[config.mk]
export PLATFORM = sky130hd
export DESIGN_NAME = acc_seq_ctrl
export DESIGN_NICKNAME = d
export VERILOG_FILES = /design/src/rtl/acc_pkg.sv /design/src/rtl/acc_cycle_cnt.sv /design/src/rtl/acc_seq_ctrl.sv
export SDC_FILE = /design/constraint.sdc
export NUM_CORES = 1
export LEC_CHECK = 0
export BUFFER_PORTS_ARGS = -buffer_cell sky130_fd_sc_hd__buf_4
export CAP_MARGIN = 40
export CORE_AREA = 2 2 84 86
export CTS_CLUSTER_SIZE = 16
export DETAILED_ROUTE_END_ITERATION = 16
export DIE_AREA = 0 0 86 88
export PLACE_DENSITY = 0.75
export SLEW_MARGIN = 20
export SYNTH_ARGS = -nofsm -noshare
export SYNTH_HDL_FRONTEND = slang
export SYNTH_SLANG_ARGS = --single-unit
export TNS_END_PERCENT = 1
[constraint.sdc]
create_clock -name clk -period 2.5 [get_ports clk]
set_input_delay 0.5 -clock clk [delete_from_list [all_inputs] [get_ports clk]]
set_output_delay 0.5 -clock clk [all_outputs]
set_load 0.05 [all_outputs]
[src/rtl/acc_pkg.sv]
// Shared types and register map for the accelerator sequencer.
// Word offsets are bus_addr[11:2] values inside the register region.
package acc_pkg;

  typedef enum logic [1:0] {
    S_IDLE  = 2'd0,
    S_START = 2'd1,
    S_RUN   = 2'd2,
    S_DONE  = 2'd3
  } state_e;

  typedef enum logic [1:0] {
    RG_REG = 2'd0,
    RG_A   = 2'd1,
    RG_B   = 2'd2,
    RG_C   = 2'd3
  } region_e;

  localparam logic [9:0] REG_CTRL   = 10'd0;
  localparam logic [9:0] REG_STATUS = 10'd1;
  localparam logic [9:0] REG_CYCLES = 10'd2;

  localparam int STAT_BUSY    = 0;
  localparam int STAT_DONE    = 1;
  localparam int STAT_TIMEOUT = 2;
  localparam int STAT_ERROR   = 3;

endpackage

[src/rtl/acc_cycle_cnt.sv]
// RUN-cycle counter with clear/enable; hit_o flags count == TIMEOUT.
// Single-cycle update, no backpressure; the owner stops enabling at the limit.
module acc_cycle_cnt #(
  parameter int CNT_W   = 16,
  parameter int TIMEOUT = 65535
) (
  input  logic             clk,
  input  logic             rst,
  input  logic             clr_i,
  input  logic             en_i,
  output logic [CNT_W-1:0] cnt_o,
  output logic             hit_o
);

  logic [CNT_W-1:0] cnt_q, cnt_d;

  always_comb begin
    cnt_d = cnt_q;
    if (clr_i)
      cnt_d = '0;
    else if (en_i)
      cnt_d = cnt_q + CNT_W'(1);
  end

  always_ff @(posedge clk) begin
    if (rst)
      cnt_q <= '0;
    else
      cnt_q <= cnt_d;
  end

  assign cnt_o = cnt_q;
  assign hit_o = (cnt_q == CNT_W'(TIMEOUT));

endmodule

[src/rtl/acc_seq_ctrl.sv]
// Bus-to-accelerator sequencer: operand writes, start/timeout FSM, C/status reads.
// Accepts every cycle (gnt = req); writes and reads complete one cycle later.
module acc_seq_ctrl
  import acc_pkg::*;
#(
  parameter int N_ELEM  = 1024,
  parameter int TIMEOUT = 65535,
  parameter int CNT_W   = 16
) (
  input  logic        clk,
  input  logic        rst,
  input  logic        bus_req,
  input  logic        bus_we,
  input  logic [13:0] bus_addr,
  input  logic [31:0] bus_wdata,
  output logic        bus_gnt,
  output logic        bus_rvalid,
  output logic [31:0] bus_rdata,
  output logic        acc_we,
  output logic        acc_sel,
  output logic [9:0]  acc_idx,
  output logic [7:0]  acc_wdata,
  output logic [9:0]  acc_rd_idx,
  input  logic [7:0]  acc_rdata,
  output logic        acc_start,
  input  logic        acc_done,
  output logic        acc_abort,
  output logic        irq
);

  state_e           state_q;
  region_e          region;
  logic [9:0]       idx;
  logic             idx_ok, wr, rd, busy;
  logic             ctrl_wr, ctrl_start, ctrl_clr, err_set;
  logic             done_q, to_q, err_q;
  logic             acc_we_q, acc_sel_q, acc_start_q, acc_abort_q, irq_q;
  logic [9:0]       acc_idx_q;
  logic [7:0]       acc_wdata_q;
  logic             rvalid_q, c_rd_q;
  logic [31:0]      rdata_q, reg_rdata;
  logic             cnt_clr, cnt_en, cnt_hit;
  logic [CNT_W-1:0] cnt;
  logic             unused_wdata;

  assign region       = region_e'(bus_addr[13:12]);
  assign idx          = bus_addr[11:2];
  assign idx_ok       = (int'(idx) < N_ELEM);
  assign wr           = bus_req & bus_we;
  assign rd           = bus_req & ~bus_we;
  assign busy         = (state_q == S_START) | (state_q == S_RUN);
  assign ctrl_wr      = wr & (region == RG_REG) & (idx == REG_CTRL);
  assign ctrl_start   = ctrl_wr & bus_wdata[0];
  assign ctrl_clr     = ctrl_wr & bus_wdata[1];
  assign unused_wdata = ^bus_wdata[31:8];

  always_comb begin
    err_set = 1'b0;
    if (wr) begin
      case (region)
        RG_REG: begin
          if (idx == REG_CTRL)
            err_set = ctrl_start & busy;
          else if (idx != REG_STATUS && idx != REG_CYCLES)
            err_set = 1'b1;
        end
        RG_A, RG_B: err_set = busy | ~idx_ok;
        default:    err_set = 1'b1;
      endcase
    end else if (rd && region == RG_C) begin
      err_set = busy | ~idx_ok;
    end
  end

  always_comb begin
    reg_rdata = '0;
    if (region == RG_REG) begin
      if (idx == REG_STATUS) begin
        reg_rdata[STAT_BUSY]    = busy;
        reg_rdata[STAT_DONE]    = done_q;
        reg_rdata[STAT_TIMEOUT] = to_q;
        reg_rdata[STAT_ERROR]   = err_q;
      end else if (idx == REG_CYCLES) begin
        reg_rdata[CNT_W-1:0] = cnt;
      end
    end
  end

  // Counting stops on the hit cycle so CYCLES reads back exactly TIMEOUT.
  assign cnt_clr = (state_q == S_START);
  assign cnt_en  = (state_q == S_RUN) & ~acc_done & ~cnt_hit;

  acc_cycle_cnt #(
    .CNT_W   (CNT_W),
    .TIMEOUT (TIMEOUT)
  ) u_cnt (
    .clk   (clk),
    .rst   (rst),
    .clr_i (cnt_clr),
    .en_i  (cnt_en),
    .cnt_o (cnt),
    .hit_o (cnt_hit)
  );

  always_ff @(posedge clk) begin
    if (rst) begin
      acc_we_q    <= 1'b0;
      acc_sel_q   <= 1'b0;
      acc_idx_q   <= '0;
      acc_wdata_q <= '0;
      rvalid_q    <= 1'b0;
      c_rd_q      <= 1'b0;
      rdata_q     <= '0;
    end else begin
      acc_we_q <= wr & ((region == RG_A) | (region == RG_B)) & ~busy & idx_ok;
      if (wr) begin
        acc_sel_q   <= (region == RG_B);
        acc_idx_q   <= idx;
        acc_wdata_q <= bus_wdata[7:0];
      end
      rvalid_q <= rd;
      c_rd_q   <= rd & (region == RG_C) & ~busy & idx_ok;
      rdata_q  <= rd ? reg_rdata : '0;
    end
  end

  // Clear is applied before any set in the same cycle, so later NBAs win.
  always_ff @(posedge clk) begin
    if (rst) begin
      state_q     <= S_IDLE;
      done_q      <= 1'b0;
      to_q        <= 1'b0;
      err_q       <= 1'b0;
      acc_start_q <= 1'b0;
      acc_abort_q <= 1'b0;
      irq_q       <= 1'b0;
    end else begin
      acc_start_q <= 1'b0;
      acc_abort_q <= 1'b0;
      if (ctrl_clr) begin
        done_q <= 1'b0;
        to_q   <= 1'b0;
        err_q  <= 1'b0;
      end
      if (err_set)
        err_q <= 1'b1;
      case (state_q)
        S_IDLE: begin
          if (ctrl_start) begin
            state_q     <= S_START;
            acc_start_q <= 1'b1;
          end
        end
        S_START: state_q <= S_RUN;
        S_RUN: begin
          if (acc_done) begin
            state_q <= S_DONE;
            done_q  <= 1'b1;
            irq_q   <= 1'b1;
          end else if (cnt_hit) begin
            state_q     <= S_DONE;
            to_q        <= 1'b1;
            acc_abort_q <= 1'b1;
            irq_q       <= 1'b1;
          end
        end
        S_DONE: begin
          if (ctrl_start) begin
            state_q     <= S_START;
            acc_start_q <= 1'b1;
            irq_q       <= 1'b0;
          end else if (ctrl_clr) begin
            state_q <= S_IDLE;
            irq_q   <= 1'b0;
          end
        end
        default: state_q <= S_IDLE;
      endcase
    end
  end

  assign bus_gnt    = bus_req;
  assign bus_rvalid = rvalid_q;
  assign bus_rdata  = c_rd_q ? {24'b0, acc_rdata} : rdata_q;
  assign acc_we     = acc_we_q;
  assign acc_sel    = acc_sel_q;
  assign acc_idx    = acc_idx_q;
  assign acc_wdata  = acc_wdata_q;
  assign acc_rd_idx = (rd && region == RG_C) ? idx : '0;
  assign acc_start  = acc_start_q;
  assign acc_abort  = acc_abort_q;
  assign irq        = irq_q;

endmodule

# Yosys cells after proc, flatten, opt, wreduce, memory -nomap -nowiden
# Index checks and enable logic that the tools add are counted.
dict set report totals {
  reg_bits 78
  inputBits 59
  out_inout_bits 67
  wordCells 102
}
dict set report classes {
  add_sub_neg 1
  n_eq_ne 14
  n_mux 30
  n_bitwise 24
  reduce_logical 16
}
# cell n
set ops {}
lappend ops {{32-bit 2-to-1 mux} 1}
lappend ops {{1-bit 2-to-1 mux} 18}
lappend ops {{16-bit by 1-bit adder with 16-bit output, second input constant} 1}
lappend ops {{16-bit == test, second input constant} 1}
lappend ops {{16-bit 2-to-1 mux} 1}
lappend ops {{1-bit AND} 13}
lappend ops {{10-bit by 1-bit == test with 1-bit output, second input constant} 1}
lappend ops {{10-bit by 2-bit == test with 1-bit output, second input constant} 1}
lappend ops {{10-bit logical NOT} 1}
lappend ops {{10-bit 2-to-1 mux} 1}
lappend ops {{2-bit 2-to-1 mux} 5}
lappend ops {{10-bit by 1-bit != test with 1-bit output, second input constant} 1}
lappend ops {{10-bit by 2-bit != test with 1-bit output, second input constant} 1}
lappend ops {{1-bit NOT} 9}
lappend ops {{2-bit == test, second input constant} 4}
lappend ops {{2-bit one-hot mux with 4 select lines} 1}
lappend ops {{2-bit OR reduction} 4}
lappend ops {{3-bit != test, second input constant} 2}
lappend ops {{3-bit AND reduction} 2}
lappend ops {{3-bit OR reduction} 2}
lappend ops {{5-bit OR reduction} 1}
lappend ops {{2-bit by 1-bit == test with 1-bit output, second input constant} 2}
lappend ops {{2-bit logical NOT} 2}
lappend ops {{4-bit 2-to-1 mux} 1}
lappend ops {{5 further kinds} 9}

# Depth between registers and ports, before layout
# Gate-level depths: netlist of the first run.
dict set report depth {
  word_depth 9
  depth_mapped 7
  ltp_nobuf 7
}

# Modules after synthesis
# Synthesis of the first run repeated with hierarchy kept, for this count alone.
dict set report hier_totals {
  hier_cells 332
  hier_area_um2 2980.4
}
# mod instances cells_per_inst area_per_inst_um2 seq_area_each_um2
set modules_own_cells {}
lappend modules_own_cells {acc_seq_ctrl 1 248 2247.2 920.9}
lappend modules_own_cells {acc_cycle_cnt 1 84 733.2 320.3}

# Least setup slack after synthesis of the first run
# Ideal clock, no wire load.
dict set report synth_timing {
  path_type {in2out}
  start {input port bus_addr[12]}
  end {output port acc_rd_idx[0]}
  t_arrival_ns 1.442
  t_required_ns 2.000
  path_slack_ns 0.558
  cell_stages 4
  path_buffers 1
  path_cell_list {ha_1 and3b_1 clkbuf_1 and2_1}
}
dict set report synth_between {
  elab_chain_cells 3
}
# item line
set synth_rtl {}
lappend synth_rtl {{start: declaration} acc_seq_ctrl.sv:14} ;# input logic [13:0] bus_addr,
lappend synth_rtl {{2-bit == test} acc_seq_ctrl.sv:189} ;# assign acc_rd_idx = (rd && region == RG_C) ? idx : '0;
lappend synth_rtl {{1-bit logical AND} acc_seq_ctrl.sv:189}
lappend synth_rtl {{10-bit 2-to-1 mux} acc_seq_ctrl.sv:189}
lappend synth_rtl {{end: declaration} acc_seq_ctrl.sv:23} ;# output logic [9:0] acc_rd_idx,
# Every way passes these cells.

# Worst setup path after layout of the first run
dict set report layout_timing {
  start {register c_rd_q}
  end {output port bus_rdata[0]}
}
dict set report layout_between {
  elab_chain_cells 1
}
# item line
set layout_rtl {}
lappend layout_rtl {{start: declaration} acc_seq_ctrl.sv:40} ;# logic rvalid_q, c_rd_q;
lappend layout_rtl {{start signal: assignment} acc_seq_ctrl.sv:122} ;# c_rd_q <= rd & (region == RG_C) & ~busy & idx_ok;
lappend layout_rtl {{32-bit 2-to-1 mux} acc_seq_ctrl.sv:184} ;# assign bus_rdata = c_rd_q ? {24'b0, acc_rdata} : rdata_q;
lappend layout_rtl {{end: declaration} acc_seq_ctrl.sv:18} ;# output logic [31:0] bus_rdata,
# Every way passes these cells.

==> out/qor.txt, run 1 <==
Outcome: complete, no violations
Vias in the first global route: 2,276
RSZ-0062 raised after global routing: no
Tot Pwr: 2150 uW
Cells after synthesis: 324
Total CTS buffers: 9
Worst path required time: 2.00 ns
CP Cell Sequence: mux2_2 > buf_4
Setup crit start kind: flip-flop
Pin count of the biggest net entering global routing: 32
CP arrival: 1.59 ns
Die Span X: 86 um
Clock sink count: 62
Final period utilization: 83.6%
Share of cells above drive strength 1: 31.1%
I/O pin count: 126
Pre-antenna DRT Iters: 6
Slew Limit Fails: 0
Nets@finish: 474
#FFs+latches synth: 62
Area Growth Syn to Fin: 27.1%
Static Leak: 0.00158 uW
Fmax: 0.479 GHz
Max-cap violations: 0
PD cells: 578 nW/um^2
Root Driver: clkbuf_8
Buffers from clock root to sink, at most: 2
Peak supply drop: 330 uV
Post-DP Area: 3520 sq um
# hold bufs at CTS: 0
Final Skew: 0.00562 ns
Die Y: 88 um
Synth warn: 0
Post-synth ARST share: 0%
Slowest stage delay, CP: 0.67 ns
Post-synth EDFFs: 0
Fin area: 3720 sq um
Row cnt: 30
Clock-pin slew of the registers on the worst-case setup and hold paths: 0.07 ns
Minimum clock period: 2.09 ns
CP Class: flip-flop to primary output
Hold/Removal Path Class: primary input to flip-flop
Utilization after layout: 56.0%
Worst-path fanout max: 16
Full die area: 7570 sq um
Crit-path leading delay family: flip-flops
Commonest non-fill, non-tap cell in the layout: buf_4
Setup Buffers After CTS: 0
CTS tree: done
Fillers: 601
Worst Setup End Kind: primary output
Dpl hpwl: 4590 um
Most frequent cells in the layout: buf_4, dfxtp_1, nand2_1, a21oi_1, and2_1
Routed WL: 6280 um
Gpl congestion: 0.882
Worst-Margin Slew: 0.619 ns
DRC viols: 0
Met1 usage: 22.2%
Syn_area_per_cell: 9.04 sq um
H-tree depth: 3
Via count: 2,393
Met3 Use GR: 3.96%
Buf/Inv on CP: 1
Core Area: 6640 sq um
Synth cell types: 50
Slowest-stage cell, CP: dfxtp_1
TNS Setup: 0 ns
Final setup viols: 0
Seq/Total Area, Yosys: 42.4%
Slew HR: 58.6%
Starting density of the core: 44.1%
Top Usage Layer GRT: met2
GRT Total Usage: 17.2%
Port bufs: 83
Cell Area, Synth: 2930 sq um
Cts repair resizes: 0
Routed len/inst: 12.8 um
Aggregate global routing overflow: 0
1st-iter DRT viols: 109
Antenna-violating nets left: 0
Global-route met2 utilization: 26.6%
Antenna violations before repair: 0
Ant. Diodes: 0
Worst skew pair latency: 0.33 ns
Detail-routed via count per cell: 4.87
Final Hold Fails: 0
Synth Flop Type: dfxtp_1
First-pass GRT wire length: 10,300 um
## path summary, 6_finish.rpt
check	from	end	slack (ns)	cells after the start
max	c_rd_q	bus_rdata[0]	0.41	2
min	bus_wdata[5]	acc_wdata[5]	0.42	3
max reg2reg	state_q[0]	u_cnt.cnt_o[13]	0.50	7
min reg2reg	acc_idx[4]	acc_idx[4]	0.46	2
## cell families (layout without fill, tap and decap cells)
group	count (synthesis)	after routing	synth area share, %
AND/OR/NAND/NOR	150	150	29.2
flip-flops	62	62	42.4
AO/OA/AOI/OAI	43	43	9.06
buffers and inverters	37	109	8.08
XOR/XNOR	13	13	3.89
adder cells (fa/ha/maj)	9	9	3.85
multiplexers	9	9	3.42
other	1	16	0.128
## tightest hold or removal path, cell delays in order
cell,delay (ns)
buf_4,0.11
nand2_1,0.05
a21oi_1,0.05
## power breakdown
part | internal [uW] | total, uW | switching [uW]
combinational | 77.7 | 264 | 186
clock | 483 | 874 | 390
sequential | 1000 | 1010 | 9.25
total | 1560 | 2150 | 586
## synth_stat cells, types with 4 or more instances
| master | instances | area [sq um] |
|---|---|---|
| nand3_1 | 5 | 25.0 |
| ha_1 | 9 | 113 |
| nor3_1 | 6 | 30.0 |
| a22o_1 | 4 | 35.0 |
| mux2_2 | 8 | 90.1 |
| xnor2_1 | 13 | 114 |
| nand2_1 | 49 | 184 |
| a21oi_1 | 26 | 130 |
| nor3b_1 | 5 | 37.5 |
| inv_1 | 6 | 22.5 |
| buf_4 | 17 | 128 |
| nor2_1 | 19 | 71.3 |
| nor2b_1 | 8 | 50.1 |
| nor4_1 | 7 | 43.8 |
| dfxtp_1 | 62 | 1240 |
| or2_2 | 5 | 31.3 |
| clkbuf_1 | 8 | 30.0 |
| and2_1 | 23 | 144 |
| nand4_1 | 4 | 25.0 |
| o21ai_0 | 4 | 20.0 |
## through the flow
step / setup slack [ns] / hold WS [ns] / cells
after floorplan: 0.558 / 0.432 / 339
after global placement: 0.249 / 0.443 / 475
after detailed placement: 0.227 / 0.447 / 475
after CTS: 0.375 / 0.394 / 491
after global routing: 0.285 / 0.400 / 491
final: 0.411 / 0.418 / 491
## sequential cells by signal, summed over array words and instances (netlist names)
register,count
to_q,1
acc_we,1
acc_abort,1
err_q,1
done_q,1
acc_idx,10
bus_rvalid,1
rdata_q,16
acc_wdata,8
acc_sel,1
u_cnt.cnt_o,16
acc_start,1
irq,1
c_rd_q,1
state_q,2
## per-layer routing
layer  vias to the layer above  wire (um)
li1                       1226          -
met1                      1102       2910
met2                        58       2970
met3                         7        306
met4                         0         89
met5                         -          0
## final cells by class
type | instances | area (sq um) | area share (%)
Clock buffer | 10 | 138 | 3.70
Tap cell | 80 | 100 | 2.69
Inverter | 6 | 22.5 | 0.605
Sequential cell | 62 | 1240 | 33.3
Multi-Input combinational cell | 240 | 1510 | 40.5
Timing Repair Buffer | 87 | 653 | 17.5
Clock inverter | 6 | 61.3 | 1.65
Power figures use the tool's default switching activity.
==> inputs of run 2 (changes only) <==
- ABC_AREA: unset -> 1
- clock period: 2.5 -> 2.1 ns (I/O delays scaled with it)
==> out/qor.txt, run 2 <==
Utilization after layout: 56.7% (+0.68 points)
Share of cells above drive strength 1: 25.8% (-5.3 points)
Worst path required time: 1.68 ns (-0.32 ns)
1st-iter DRT viols: 88 (-19%)
Slew HR: 61.8% (+3.1 points)
# hold bufs at CTS: 0 (unchanged)
Dpl hpwl: 4970 um (+8.1%)
Top Usage Layer GRT: met2
Setup crit start kind: flip-flop
Cells after synthesis: 390 (+20%)
Post-synth top area cell: dfxtp_1
Port bufs: 83 (unchanged)
Clk pwr share: 42.0% (+1.4 points)
Final period utilization: 90.7%
Most frequent cells in the layout: buf_4, nor2_1, dfxtp_1, inv_1, nand2_1
DRC viols: 0 (unchanged)
CP arrival: 1.48 ns (-0.11 ns)
Outcome: complete, no violations
Comb power frac: 13.4% (+1.1 points)
Global-route met2 utilization: 31.9% (+5.3 points)
Cts repair resizes: 0 (unchanged)
Int Pwr: 2010 uW (+28%)
Clock sink count: 62 (unchanged)
Seq/Total Area, Yosys: 42.5% (+0.15 points)
Synth area leaders: dfxtp_1, nor2_1, inv_1
Via count: 2,602 (+8.7%)
I/O pin count: 126 (unchanged)
Antenna-violating nets left: 0 (unchanged)
Met3 Use GR: 6.50% (+2.5 points)
Nets@finish: 543 (+15%)
CP Class: flip-flop to primary output
Syn_area_per_cell: 7.48 sq um (-17%)
Full die area: 7570 sq um (unchanged)
Commonest non-fill, non-tap cell in the layout: buf_4
Aggregate global routing overflow: 0 (unchanged)
Area Growth Syn to Fin: 29.1%
Root Driver: clkbuf_8
Post-synth top cells: nor2_1, dfxtp_1, inv_1, nand2_1, o21ai_0
H-tree depth: 3 (unchanged)
Cell Area, Synth: 2920 sq um (-0.34%)
Routed len/inst: 11.9 um (-7.2%)
Synth warn: 0 (unchanged)
First-pass GRT wire length: 10,700 um (+4.0%)
Sw Pwr: 723 uW (+23%)
Buffers from clock root to sink, at most: 2 (unchanged)
Die Span X: 86 um (unchanged)
Worst-path fanout max: 9 (-7)
Worst Setup End Kind: primary output
Pre-antenna DRT Iters: 4 (-2)
Core Area: 6640 sq um (unchanged)
Setup Buffers After CTS: 0 (unchanged)
PD cells: 725 nW/um^2 (+25%)
Minimum clock period: 1.90 ns
Final setup viols: 0 (unchanged)
#FFs+latches synth: 62 (unchanged)
Area share of the largest cell type after synthesis: 42.5% (+0.15 points)
Row cnt: 30 (unchanged)
Gpl congestion: 0.859 (-2.6%)
TNS Setup: 0 ns (unchanged)
Fmax: 0.525 GHz
CTS tree: done
Worst skew pair latency: 0.34 ns (about the same)
Tot Pwr: 2730 uW (+27%)
Post-synth ARST share: 0% (unchanged)
Antenna violations before repair: 0 (unchanged)
RSZ-0062 raised after global routing: no
Peak supply drop: 404 uV (+22%)
Final Skew: 0.00729 ns (+0.00167 ns)
Post-synth EDFFs: 0 (unchanged)
Most instantiated library cell after synthesis: nor2_1
Pin count of the biggest net entering global routing: 23 (-28%)
Final Hold Fails: 0 (unchanged)
Total CTS buffers: 9 (unchanged)
Synth cell types: 35 (-30%)
Ant. Diodes: 0 (unchanged)
Switching part of the total power: 26.5% (-0.77 points)
Met1 usage: 20.7% (-1.6 points)
GRT Total Usage: 18.1% (+0.93 points)
Die Y: 88 um (unchanged)
Hold/Removal Path Class: primary input to flip-flop
Synth Flop Type: dfxtp_1
Detail-routed via count per cell: 4.65 (-4.7%)
Max-cap violations: 0 (unchanged)
Worst-Margin Slew: 0.573 ns (-0.0459 ns)
Reg power frac: 44.6% (-2.5 points)
Slew Limit Fails: 0 (unchanged)
Routed WL: 6650 um (+5.9%)
Clock-pin slew of the registers on the worst-case setup and hold paths: 0.07 ns (about the same)
Min Hold Slack: 0.284 ns (-0.134 ns)
Starting density of the core: 43.9% (-0.15 points)
Vias in the first global route: 2,387 (+4.9%)
Static Leak: 0.00166 uW (+5.0%)
-- run 2: cell types whose count changed in the layout (fill, tap and decap cells not counted), sizes merged, moves of 8 or more --
cell   change
and2      -25
nor2      +62
nand3      +8
xnor2     -13
nor2b      -8
o21ai     +27
inv       +52
-- run 2: metrics by stage --
step                      worst slack (ns)  area (sq um)  cells
after floorplan                      0.185          2970    405
final                                0.196          3770    560
after detailed placement             0.262          3550    544
after global placement               0.303          3550    544
after global routing                0.0181          3770    560
after CTS                            0.162          3770    560
-- run 2: layout make-up --
type / instances / area [sq um]
multi-input cells: 255 / 1330
clock buffers: 12 / 145
flip-flops and latches: 62 / 1240
inverters: 58 / 218
repair buffers: 89 / 668
fillers: 598 / 2880
clock inverters: 4 / 70.1
well taps: 80 / 100
-- run 2: cell families (layout without fill, tap and decap cells) --
kind of cell | Yosys count | after routing | share of synthesized area (%)
other cells | 1 | 16 | 0.129
compound gates | 67 | 67 | 13.0
fa+ha+maj | 9 | 9 | 3.86
mux | 8 | 8 | 3.09
xor+xnor | 3 | 3 | 0.901
flops | 62 | 62 | 42.5
buf+inv | 88 | 163 | 14.0
simple gates | 152 | 152 | 22.5
-- run 2: metal layers --
metal	wire length (um)	part of all wire, %
met3	472	7.1
met2	3310	50
met5	0	0
met1	2800	42
met4	71	1.1
-- run 2: worst max-delay path: stages, from the launching register on --
cell     delay [ns]
dfxtp_1        0.56
mux2_2         0.39
buf_4          0.19
-- run 2: final timing paths --
path | cells past startpoint | from | to | slack (ns)
max | 2 | c_rd_q | bus_rdata[1] | 0.20
min | 2 | bus_we | bus_rvalid | 0.28
max reg2reg | 10 | state_q[0] | u_cnt.cnt_o[4] | 0.24
min reg2reg | 2 | done_q | done_q | 0.47
-- run 2: power by group through the flow --
stage | Clock [uW] | Sequential [uW] | Combinational, uW
after floorplan | 0 | 1330 | 183
after global placement | 0 | 1240 | 362
after detailed placement | 0 | 1240 | 366
after CTS | 1170 | 1220 | 368
after global routing | 1230 | 1220 | 390
final | 1150 | 1220 | 366
